[src/rtl/i2c_slave_rx_shifter.sv]
// I2C slave receive shifter: START/STOP detect, address match, MSB-first byte assembly, ACK drive on SDA.
// Latency: a raw bus edge is acted on 3 clk edges after it changes; no backpressure, Data/DataValid are fire-and-forget.
module i2c_slave_rx_shifter #(
    parameter logic [6:0] ADDR = 7'h42
) (
    input  logic       clk_i,
    input  logic       rst_i,
    input  logic       scl_i,
    input  logic       sda_i,
    input  logic       ack_en_i,
    output logic       sda_oe_o,
    output logic [7:0] data_o,
    output logic       data_valid_o,
    output logic       addr_match_o,
    output logic       rw_bit_o,
    output logic       busy_o
);

    typedef enum logic [2:0] {
        S_IDLE,
        S_ADDR,
        S_ADDR_ACK,
        S_DATA,
        S_DATA_ACK,
        S_IGNORE
    } state_t;

    logic scl_s1_q, scl_s2_q, scl_p_q;
    logic sda_s1_q, sda_s2_q, sda_p_q;

    state_t     state_q, state_d;
    logic [3:0] cnt_q, cnt_d;
    logic [7:0] shift_q, shift_d;
    logic [7:0] data_q, data_d;
    logic       dv_pend_q, dv_pend_d;
    logic       dv_q, dv_d;
    logic       oe_q, oe_d;
    logic       match_q, match_d;
    logic       rw_q, rw_d;
    logic       busy_q, busy_d;

    logic       scl_rise, scl_fall, start_det, stop_det;
    logic [7:0] shift_nxt;

    // Synchronisers track the bus even through reset so the history is valid on release.
    always_ff @(posedge clk_i) begin
        scl_s1_q <= scl_i;
        scl_s2_q <= scl_s1_q;
        scl_p_q  <= scl_s2_q;
        sda_s1_q <= sda_i;
        sda_s2_q <= sda_s1_q;
        sda_p_q  <= sda_s2_q;
    end

    assign scl_rise  = scl_s2_q & ~scl_p_q;
    assign scl_fall  = ~scl_s2_q & scl_p_q;
    assign start_det = ~sda_s2_q & sda_p_q & scl_s2_q & scl_p_q;
    assign stop_det  = sda_s2_q & ~sda_p_q & scl_s2_q & scl_p_q;
    assign shift_nxt = {shift_q[6:0], sda_s2_q};

    always_comb begin
        state_d   = state_q;
        cnt_d     = cnt_q;
        shift_d   = shift_q;
        data_d    = data_q;
        dv_pend_d = 1'b0;
        dv_d      = dv_pend_q;
        oe_d      = oe_q;
        match_d   = match_q;
        rw_d      = rw_q;
        busy_d    = busy_q;

        if (start_det) begin
            state_d = S_ADDR;
            cnt_d   = 4'd0;
            shift_d = 8'h00;
            oe_d    = 1'b0;
            match_d = 1'b0;
            busy_d  = 1'b1;
        end else if (stop_det) begin
            state_d = S_IDLE;
            oe_d    = 1'b0;
            match_d = 1'b0;
            busy_d  = 1'b0;
        end else begin
            case (state_q)
                S_ADDR, S_DATA: begin
                    if (scl_rise) begin
                        shift_d = shift_nxt;
                        if (cnt_q != 4'd8) begin
                            cnt_d = cnt_q + 4'd1;
                        end
                        if (state_q == S_DATA && cnt_q == 4'd7) begin
                            data_d    = shift_nxt;
                            dv_pend_d = 1'b1;
                        end
                    end else if (scl_fall && cnt_q == 4'd8) begin
                        if (state_q == S_DATA) begin
                            state_d = S_DATA_ACK;
                            oe_d    = ack_en_i;
                        end else if (shift_q[7:1] == ADDR) begin
                            state_d = S_ADDR_ACK;
                            oe_d    = 1'b1;
                            match_d = 1'b1;
                            rw_d    = shift_q[0];
                        end else begin
                            state_d = S_IGNORE;
                        end
                    end
                end
                S_ADDR_ACK: begin
                    // Read phases belong to the transmit shifter.
                    if (scl_fall) begin
                        oe_d    = 1'b0;
                        cnt_d   = 4'd0;
                        state_d = rw_q ? S_IGNORE : S_DATA;
                    end
                end
                S_DATA_ACK: begin
                    if (scl_fall) begin
                        oe_d    = 1'b0;
                        cnt_d   = 4'd0;
                        state_d = S_DATA;
                    end
                end
                S_IGNORE: begin
                    oe_d = 1'b0;
                end
                default: begin
                    state_d = state_q;
                end
            endcase
        end
    end

    always_ff @(posedge clk_i) begin
        if (rst_i) begin
            state_q   <= S_IDLE;
            cnt_q     <= 4'd0;
            shift_q   <= 8'h00;
            data_q    <= 8'h00;
            dv_pend_q <= 1'b0;
            dv_q      <= 1'b0;
            oe_q      <= 1'b0;
            match_q   <= 1'b0;
            rw_q      <= 1'b0;
            busy_q    <= 1'b0;
        end else begin
            state_q   <= state_d;
            cnt_q     <= cnt_d;
            shift_q   <= shift_d;
            data_q    <= data_d;
            dv_pend_q <= dv_pend_d;
            dv_q      <= dv_d;
            oe_q      <= oe_d;
            match_q   <= match_d;
            rw_q      <= rw_d;
            busy_q    <= busy_d;
        end
    end

    assign sda_oe_o     = oe_q;
    assign data_o       = data_q;
    assign data_valid_o = dv_q;
    assign addr_match_o = match_q;
    assign rw_bit_o     = rw_q;
    assign busy_o       = busy_q;

endmodule

[config.mk]
export PLATFORM = sky130hd
export DESIGN_NAME = i2c_slave_rx_shifter
export DESIGN_NICKNAME = d
export VERILOG_FILES = /design/src/rtl/i2c_slave_rx_shifter.sv
export SDC_FILE = /design/constraint.sdc
export NUM_CORES = 1
export LEC_CHECK = 0
export ABC_AREA = 0
export ABC_CLOCK_PERIOD_IN_PS = 1900
export BUFFER_PORTS_ARGS = -buffer_cell sky130_fd_sc_hd__buf_2
export CORE_UTILIZATION = 45
export DETAILED_ROUTE_END_ITERATION = 16
export HOLD_SLACK_MARGIN = 0.08
export MAX_ROUTING_LAYER = met4
export SETUP_SLACK_MARGIN = 0.4
export SLEW_MARGIN = 20
export SYNTH_ARGS = -nofsm -noshare
export SYNTH_HDL_FRONTEND = slang
export SYNTH_SLANG_ARGS = --single-unit
export TNS_END_PERCENT = 5
[constraint.sdc]
create_clock -name clk_i -period 1.9 [get_ports clk_i]
set_input_delay 0.19 -clock clk_i [delete_from_list [all_inputs] [get_ports clk_i]]
set_output_delay 0.19 -clock clk_i [all_outputs]
set_load 0.01 [all_outputs]
==> results of run 1 <==
[logic make-up (layout without fill, tap and decap cells)]
group           Yosys count  count (layout)  synth area share
flops                    35              35             0.449
compound gates           37              37             0.154
xor+xnor                  2               2            0.0112
buf+inv                  13              38            0.0505
mux                      10              10            0.0642
simple gates             70              70             0.255
fa+ha+maj                 2               2            0.0160
[sequential cells by signal (all words and copies together) (netlist names)]
register      flops
addr_match_o      1
busy_o            1
cnt_q             4
data_o            8
data_valid_o      1
dv_d              1
rw_bit_o          1
scl_p_q           1
scl_s1_q          1
scl_s2_q          1
sda_oe_o          1
sda_p_q           1
sda_s1_q          1
sda_s2_q          1
shift_q           8
state_q           3
[Yosys cell counts (2+ instances only)]
cell type	count	area share
o211ai_1	2	0.0096
a21oi_1	16	0.051
a31oi_1	2	0.0080
a211oi_1	2	0.0096
clkbuf_1	4	0.0096
clkbuf_8	2	0.018
nand2b_1	2	0.0080
nor2b_1	5	0.020
o21ai_0	3	0.0096
o21a_1	2	0.0096
buf_2	2	0.0064
nand3b_1	2	0.0096
or3_1	2	0.0080
dfxtp_1	35	0.45
ha_1	2	0.016
mux2i_1	10	0.064
inv_1	4	0.0096
nand3_1	6	0.019
nand2_1	23	0.055
nor2_1	13	0.031
[layout make-up]
| class | instances | area share |
|---|---|---|
| inverter | 4 | 0.00833 |
| clock inverter | 2 | 0.00694 |
| clock buffer | 6 | 0.0229 |
| tap | 46 | 0.0319 |
| multi-input combinational | 121 | 0.448 |
| sequential | 35 | 0.394 |
| timing repair buffer | 26 | 0.0875 |
[per-layer routing]
layer / GRT usage / wire (um) / vias up
met5: - / 0 / -
li1: - / - / 651
met4: 0.127 / 25 / 0
met1: 0.248 / 1590 / 627
met3: 0.0533 / 143 / 2
met2: 0.309 / 1590 / 45
[what timing repair did]
action                     in CTS  in global routing
hold endpoints to repair        2                  0
pin swaps                       0                  1
hold buffers                    2                  0
setup buffers                   2                  1
resized for setup               8                  4
setup endpoints to repair      18                 18
[worst max-delay path by stage]
stage / from / to
after floorplan: state_q[1] / rw_bit_o
after global placement: shift_q[1] / rw_bit_o
after detailed placement: shift_q[1] / rw_bit_o
after CTS: shift_q[1] / sda_oe_o
after global routing: shift_q[1] / rw_bit_o
final: shift_q[1] / rw_bit_o
[power by group]
| group | internal [uW] | switching [uW] |
|---|---|---|
| Combinational | 26.5 | 33.6 |
| Clock | 143 | 247 |
| Sequential | 744 | 15.4 |
[per-stage QoR]
step	hold WS, ns	area (um^2)	cells	setup slack [ns]
global placement	0.294	1670	227	0.237
detailed placement	0.294	1670	227	0.216
global route	0.227	1800	240	0.226
floorplan	0.218	1560	169	0.337
finish	0.229	1800	240	0.260
CTS	0.214	1780	239	0.274
[cell usage in the layout, fill, tap and decap left out, types with 2 or more instances in the layout]
| cell | count |
|---|---|
| o21a_1 | 2 |
| dfxtp_1 | 27 |
| nand2b_1 | 2 |
| a211oi_1 | 2 |
| nor2b_1 | 5 |
| mux2i_1 | 10 |
| nand2_1 | 23 |
| nand3b_1 | 2 |
| nand3_1 | 6 |
| a21oi_1 | 16 |
| clkbuf_4 | 5 |
| o211ai_1 | 2 |
| a31oi_1 | 2 |
| o21ai_0 | 3 |
| dfxtp_2 | 8 |
| buf_4 | 7 |
| or3_1 | 2 |
| ha_1 | 2 |
| inv_1 | 4 |
| buf_2 | 17 |
| nor2_1 | 13 |
| dlygate4sd3_1 | 2 |
==> metrics.csv, run 1 <==
stage,metric,value,unit
run_status,outcome,"finished, final reports clean",
detailed_routing,antenna_left,0,
clock_network,root_buffer,clkbuf_4,
setup_path,path_cells,"or4_4, nor4_4, mux2i_1, nor2_1",
yosys,synth_async_sr_flop_share,0,
setup_path,cpMaxStageDelayCell,or4_4,
sta,final_max_slew_viol_count,0,
die,core_area,3340,um^2
clock_network,cts_tree,done,
grt,grt_usage,0.207,
setup_path,r2r_cells,4,
setup_path,critical_path.startpoint_type,flip-flop,
yosys,yosysSeqAreaShare,0.449,
yosys,synth_area,1560,um^2
min_path,min_to,data_o[5],
sta,fin_crit_sh,0.863,
grt,antenna_found_initial,0,
grt,grt_pass1_vias,1205,
grt,grt_pass1_wl,5320,um
power_and_ir_drop,p_per_area,671,nW/um^2
min_path,hold_depth,2,
yosys,syn_nets,176,
sta,rsz0062_at_grt,true,
cells_and_area,antennaDiodeCount,0,
grt,grt-ovfl-total,0,
sta,max_slew_margin,0.710,
setup_path,r2r_start,shift_q[1],
place,hpwl,2290,um
sta,tightest_slew,0.435,ns
clock_network,cts_buffers,5,
detailed_routing,drt_iter0_drc,54,
sta,max_freq,610,MHz
grt,grt_max_degree,17,
sta,fin_setup_tns,0,ns
yosys,synth.distinct_cells,50,
power_and_ir_drop,power.total,1210,uW
clock_network,clk_pin_slew_worst_paths,0.11,ns
detailed_routing,wirelength,3340,um
cells_and_area,ff_latch_area,711,um^2
setup_path,cp.arrival,1.86,ns
setup_path,cp_num_buf_inv,0,
sta,period_needed,1.64,ns
detailed_routing,avgRoutedWirePerCell,13.9,um
power_and_ir_drop,irDropWorstVdd,0.310,mV
setup_path,crit_family,simple AND/OR/NAND/NOR gates,
setup_path,required,2.12,ns
clock_network,clock_tree.buffer_depth,2,
min_path,hp-class,primary input to flip-flop,
cells_and_area,multiInputGateArea,807,um^2
die,die_h,60.9,um
setup_path,r2r_end,rw_bit_o,
yosys,synth_cells,169,
yosys,synth_ff_type,dfxtp_1,
die,num_io_pins,18,
die,die_x,60.9,um
setup_path,slowest_delay,0.56,ns
clock_network,clock-sinks,35,
setup_path,cp_num_cells,4,
detailed_routing,vias,1325,
cells_and_area,post-route-util,0.540,
power_and_ir_drop,total_leakage_power,0.000708,uW
cells_and_area,fillers,322,
sta,setup_viol,0,
setup_path,reg2reg_slack,0.26,ns
cells_and_area,final_layout_size_suffix_gt1_frac,0.258,
yosys,postSynthRegisterBits,35,
cells_and_area,nets,200,
clock_network,htree_levels,2,
yosys,synth_edf_count,0,
setup_path,critPathCaptureType,flip-flop,
sta,finalHoldViolations,0,
yosys,syn_avg_cell_area,9.23,um^2
die,die_area,3710,um^2
die,rows,21,
setup_path,cp_max_fo,3,
detailed_routing,drt_pass1_iterations,4,
die,initial_utilization,0.468,
yosys,yosysWarningCount,0,
min_path,min_from,rst_i,
place,gp_congestion,0.785,
flow_run,cap_violations,0,
clock_network,clk_latency,0.33,ns
sta,clock-skew-final,0.00735,ns
setup_path,critPathKind,flip-flop to flip-flop,
detailed_routing,via_per_inst,5.52,
place,io_buffers,17,
detailed_routing,drc,0,
cells_and_area,syn2layout_area_growth,15.5,%
No activity file was read; power rests on OpenSTA's default activity.
==> run 2, diff against run 1 <==
--- a/config.mk
+++ b/config.mk
@@ -7,7 +7,7 @@
 export LEC_CHECK = 0
 export ABC_AREA = 0
 export ABC_CLOCK_PERIOD_IN_PS = 1900
-export BUFFER_PORTS_ARGS = -buffer_cell sky130_fd_sc_hd__buf_2
+export BUFFER_PORTS_ARGS = -buffer_cell sky130_fd_sc_hd__buf_4
 export CORE_UTILIZATION = 45
 export DETAILED_ROUTE_END_ITERATION = 16
 export HOLD_SLACK_MARGIN = 0.08
==> run 2 against run 1 <==
  * Clock power grew 5.4%
  * Register-to-register slack gained 0.02 ns
  * Critical path depth grew 2
  * Hold slack lost 0.066 ns
  * Non-clock buffer count grew 9
  * Global-route usage grew 1.1 points
  * Final area grew 9.3%
  * Die area is the same
  * Core utilization grew 5.0 points
  * Clock skew shrank 0.0012 ns
  * Largest cell class unchanged
==> metrics.csv, run 2 (synthesis gave the netlist of run 1 again) <==
stage,metric,value,unit,change
sta,fin_setup_tns,0,ns,unchanged
power_and_ir_drop,irDropWorstVdd,0.375,mV,+21%
power_and_ir_drop,total_leakage_power,0.000776,uW,+9.6%
place,hpwl,2290,um,+0.18%
sta,clock-skew-final,0.00619,ns,-0.00116 ns
cells_and_area,nets,209,,+4.5%
clock_network,cts_buffers,5,,unchanged
cells_and_area,multiInputGateArea,847,um^2,+5.0%
place,io_buffers,17,,unchanged
power_and_ir_drop,p_per_area,626,nW/um^2,-6.7%
min_path,min_from,rst_i,,
cells_and_area,final_cell_mix,"32 x buf_4, 26 x dfxtp_1, 23 x nand2_1",,
setup_path,critPathKind,flip-flop to flip-flop,,
detailed_routing,drt_iter0_drc,95,,+76%
cells_and_area,final_layout_size_suffix_gt1_frac,0.337,,+0.0789
detailed_routing,wirelength,3620,um,+8.4%
setup_path,critical_path.startpoint_type,flip-flop,,
setup_path,cp-startpoint,cnt_q[0],,
grt,antenna_found_initial,0,,unchanged
sta,finalHoldViolations,0,,unchanged
clock_network,htree_levels,2,,unchanged
die,num_io_pins,18,,unchanged
detailed_routing,avgRoutedWirePerCell,14.6,um,+4.9%
setup_path,critPathCaptureType,flip-flop,,
clock_network,cts_tree,done,,
detailed_routing,drt_pass1_iterations,4,,unchanged
run_status,outcome,"finished, final reports clean",,
detailed_routing,vias,1343,,+1.4%
sta,period_needed,1.62,ns,-0.0178 ns
cells_and_area,fillers,285,,-11%
sta,fin_crit_sh,0.854,,-0.00939
cells_and_area,syn2layout_area_growth,26.2,%,
cells_and_area,layout_commonest_cell,buf_4,,
sta,max_slew_margin,0.710,,about the same
grt,grt_max_degree,17,,unchanged
clock_network,clock_tree.buffer_depth,2,,unchanged
sta,tightest_slew,0.435,ns,-0.000704 ns
clock_network,clk_latency,0.33,ns,about the same
die,die_h,60.9,um,unchanged
setup_path,r2r_start,cnt_q[0],,
place,gp_congestion,0.846,,+7.7%
sta,final_max_slew_viol_count,0,,unchanged
detailed_routing,via_per_inst,5.42,,-1.9%
sta,rsz0062_at_grt,true,,
min_path,hp-class,primary input to flip-flop,,
setup_path,cp.arrival,1.85,ns,about the same
grt,grt_pass1_wl,5620,um,+5.7%
cells_and_area,finish.instance_area,1970,um^2,+9.3%
die,rows,21,,unchanged
detailed_routing,antenna_left,0,,unchanged
cells_and_area,antennaDiodeCount,0,,unchanged
sta,max_freq,617,MHz,+1.1%
setup_path,cp_max_fo,4,,+1
cells_and_area,post-route-util,0.590,,+0.0502
clock_network,root_buffer,clkbuf_4,,
detailed_routing,drc,0,,unchanged
setup_path,required,2.13,ns,about the same
die,core_area,3340,um^2,unchanged
place,place_area,1710,um^2,+2.5%
clock_network,clock-sinks,35,,unchanged
die,die_area,3710,um^2,unchanged
flow_run,cap_violations,0,,unchanged
sta,setup_viol,0,,unchanged
grt,grt_usage,0.218,,+0.0110
clock_network,clk_pin_slew_worst_paths,0.10,ns,about the same
grt,grt_pass1_vias,1176,,-2.4%
die,initial_utilization,0.468,,unchanged
die,die_x,60.9,um,unchanged
grt,grt-ovfl-total,0,,unchanged
cells_and_area,ff_latch_area,722,um^2,+1.6%
## run 2: worst paths after layout
path                              endpoint  cells past startpoint  slack (ns)
worst max-delay path            state_q[1]                      6        0.28
worst max register to register  state_q[1]                      6        0.28
worst min-delay path            state_q[0]                      2        0.16
worst min register to register    scl_s2_q                      0        0.33
## run 2: per-layer routing
layer / routed length, um / up-vias / GRT usage
li1: - / 665 / -
met3: 162 / 6 / 0.0746
met4: 42 / 0 / 0.0942
met5: 0 / - / -
met2: 1830 / 42 / 0.323
met1: 1580 / 630 / 0.267
## run 2: stage by stage
| stage | total power [uW] | hold slack, ns | setup WS, ns | instances |
|---|---|---|---|---|
| floorplan | 813 | 0.218 | 0.337 | 169 |
| global placement | 832 | 0.296 | 0.199 | 227 |
| detailed placement | 833 | 0.297 | 0.212 | 227 |
| CTS | 1240 | 0.165 | 0.299 | 247 |
| global route | 1280 | 0.156 | 0.230 | 248 |
| finish | 1230 | 0.162 | 0.278 | 248 |
## run 2: timing repair
action | in CTS | in global routing
resized for setup | 14 | 13
hold buffers | 2 | 0
buffers inserted | 11 | 1
endpoints found under the hold margin | 2 | 0
setup endpoints to repair | 18 | 18
pin swaps | 3 | 4
## run 2: final cells by class
cell class                      count  area share
Inverter                            4     0.00762
Timing Repair Buffer               35       0.138
Clock buffer                        6      0.0260
Sequential cell                    35       0.367
Multi-Input combinational cell    121       0.430
Tap cell                           46      0.0292
Clock inverter                      1     0.00254
## run 2: where the power goes
group	switching (uW)	internal, uW	total, uW
clock network	240	171	411
logic	37.1	30.8	67.9
registers	14.8	740	754
## run 2: worst max-delay path: stages (launching register included)
cell,delay (ns)
dfxtp_2,0.35
inv_2,0.07
ha_4,0.12
nand3b_1,0.24
o22ai_2,0.35
o2111ai_2,0.19
nor3b_2,0.19
==> run 3, diff against run 2 <==
--- a/config.mk
+++ b/config.mk
@@ -9,6 +9,7 @@
 export ABC_CLOCK_PERIOD_IN_PS = 1900
 export BUFFER_PORTS_ARGS = -buffer_cell sky130_fd_sc_hd__buf_4
 export CORE_UTILIZATION = 45
+export CTS_BUF_LIST = sky130_fd_sc_hd__clkbuf_8
 export DETAILED_ROUTE_END_ITERATION = 16
 export HOLD_SLACK_MARGIN = 0.08
 export MAX_ROUTING_LAYER = met4
==> run 3 against run 2 <==
  * Non-clock buffer count down 3
  * Sequential power hardly changed
  * Routed wire length is 3.3% higher
  * Combinational power down 2%
  * Critical path depth did not move
  * Setup slack worse by 0.064 ns
  * Die area stayed put
  * Fmax decreased by 3.8%
  * Clock skew up 0.00095 ns
  * Flip-flop and latch count stayed put
  * Via count fell by 0.30%
  * Highest routed layer unchanged
==> metrics.csv, run 3 (synthesis gave the netlist of run 1 again) <==
stage,metric,value,unit,change
run_status,outcome,"finished, final reports clean",,
die,num_io_pins,18,,unchanged
grt,use_met1,0.273,,+0.00524
clock_network,clk_pin_slew_worst_paths,0.07,ns,-0.03 ns
sta,setup_viol,0,,unchanged
detailed_routing,drt_iter0_drc,99,,+4.2%
setup_path,cp_max_fo,4,,unchanged
die,die_x,60.9,um,unchanged
place,gp_congestion,0.846,,unchanged
clock_network,clock_tree.buffer_depth,2,,unchanged
clock_network,clk_latency,0.29,ns,-0.04 ns
clock_network,clock-sinks,35,,unchanged
power_and_ir_drop,power.total,1370,uW,+11%
die,die_h,60.9,um,unchanged
grt,grt-ovfl-total,0,,unchanged
grt,grt_usage,0.219,,+0.00138
power_and_ir_drop,total_leakage_power,0.000770,uW,-0.79%
setup_path,critPathCaptureType,flip-flop,,
power_and_ir_drop,irDropWorstVdd,0.399,mV,+6.2%
setup_path,critical_path.startpoint_type,flip-flop,,
sta,fin_crit_sh,0.887,,+0.0336
detailed_routing,vias,1339,,-0.30%
sta,fin_setup_tns,0,ns,unchanged
cells_and_area,nets,206,,-1.4%
cells_and_area,layout_commonest_cell,buf_4,,
grt,use_met2,0.325,,+0.00157
setup_path,cp.arrival,1.86,ns,about the same
power_and_ir_drop,switching_share,0.229,,-0.00716
place,io_buffers,17,,unchanged
grt,top_usage_layer,met2,,
clock_network,cts_tree,done,,
setup_path,required,2.07,ns,-0.06 ns
clock_network,htree_levels,2,,unchanged
clock_network,root_buffer,clkbuf_8,,
sta,rsz0062_at_grt,true,,
detailed_routing,wirelength,3740,um,+3.3%
cells_and_area,final_cell_mix,"30 x buf_4, 26 x dfxtp_1, 23 x nand2_1",,
detailed_routing,drt_pass1_iterations,4,,unchanged
grt,grt_pass1_vias,1188,,+1.0%
die,core_area,3340,um^2,unchanged
flow_run,cap_violations,0,,unchanged
detailed_routing,drc,0,,unchanged
setup_path,critPathKind,flip-flop to flip-flop,,
detailed_routing,antenna_left,0,,unchanged
detailed_routing,via_per_inst,5.47,,+0.92%
grt,antenna_found_initial,0,,unchanged
min_path,hp-class,primary input to flip-flop,,
grt,grt_pass1_wl,5650,um,+0.50%
power_and_ir_drop,p_sw,314,uW,+7.6%
die,initial_utilization,0.468,,unchanged
cells_and_area,syn2layout_area_growth,26.2,%,unchanged
grt,grt_util_met3,0.0661,,-0.00853
power_and_ir_drop,combPwrFrac,0.049,,-0.006
power_and_ir_drop,p_int,1050,uW,+12%
cells_and_area,final_layout_size_suffix_gt1_frac,0.322,,-0.0150
detailed_routing,avgRoutedWirePerCell,15.3,um,+4.6%
sta,max_freq,593,MHz,-3.8%
sta,final_max_slew_viol_count,0,,unchanged
die,die_area,3710,um^2,unchanged
sta,finalHoldViolations,0,,unchanged
clock_network,cts_buffers,5,,unchanged
sta,clock-skew-final,0.00714,ns,+0.000949 ns
sta,period_needed,1.69,ns,+0.0638 ns
place,hpwl,2290,um,unchanged
power_and_ir_drop,p_per_area,695,nW/um^2,+11%
die,rows,21,,unchanged
cells_and_area,post-route-util,0.590,,unchanged
grt,grt_max_degree,17,,unchanged
power_and_ir_drop,power_frac_clock,0.400,,+0.067
sta,max_slew_margin,0.730,,+0.0197
cells_and_area,antennaDiodeCount,0,,unchanged
sta,tightest_slew,0.405,ns,-0.0296 ns
power_and_ir_drop,p_seq_frac,0.552,,-0.059
run 3: cell types whose count changed in the layout (fill, tap and decap cells not counted), sizes merged:
cell	before	now
buf	33	30
run 3: worst paths after layout:
check                  to  startpoint  depth (start not counted)  slack (ns)
min reg2reg      scl_s2_q    scl_s1_q                          0        0.33
max            state_q[1]    cnt_q[0]                          6        0.21
min          data_valid_o       rst_i                          2        0.21
max reg2reg    state_q[1]    cnt_q[0]                          6        0.21
run 3: stage by stage:
step | hold WS (ns) | setup WS (ns) | area (um^2) | cells
after CTS | 0.226 | 0.304 | 1930 | 245
after floorplan | 0.218 | 0.337 | 1560 | 169
after detailed placement | 0.297 | 0.212 | 1710 | 227
final | 0.210 | 0.214 | 1970 | 245
after global routing | 0.224 | 0.192 | 1970 | 245
after global placement | 0.296 | 0.199 | 1710 | 227
run 3: layout make-up:
| type | instances | area, um^2 |
|---|---|---|
| clock buffers | 6 | 82.6 |
| clock inverters | 1 | 5.00 |
| fillers | 284 | 1370 |
| inverters | 4 | 15.0 |
| multi-input cells | 121 | 842 |
| flip-flops and latches | 35 | 722 |
| well taps | 46 | 57.6 |
| repair buffers | 32 | 245 |
run 3: worst max-delay path, stage by stage (launching register included):
cell and delay, ns:
dfxtp_2 0.34, inv_2 0.07, ha_4 0.12, nand3b_1 0.21
o22ai_2 0.38, o2111ai_2 0.23, nor3b_2 0.21
run 3: power by group through the flow:
stage	registers, uW	logic [uW]	clock network [uW]
4_1_cts	754	65.0	554
2_1_floorplan	767	45.4	0
3_5_place_dp	775	58.8	0
3_3_place_gp	774	57.6	0
6_report	755	66.8	547
5_1_grt	757	71.5	591
run 3: metal layers:
| layer | share of wire | routed length, um |
|---|---|---|
| met1 | 0.44 | 1650 |
| met2 | 0.50 | 1880 |
| met3 | 0.045 | 169 |
| met4 | 0.013 | 48 |
| met5 | 0 | 0 |
run 3: what timing repair did:
item | in CTS | in global routing
gates resized for setup | 14 | 11
endpoints found under the hold margin | 2 | 0
pin swaps | 3 | 4
buffers inserted | 9 | 0
hold buffers | 2 | 0
setup endpoints to repair | 18 | 18
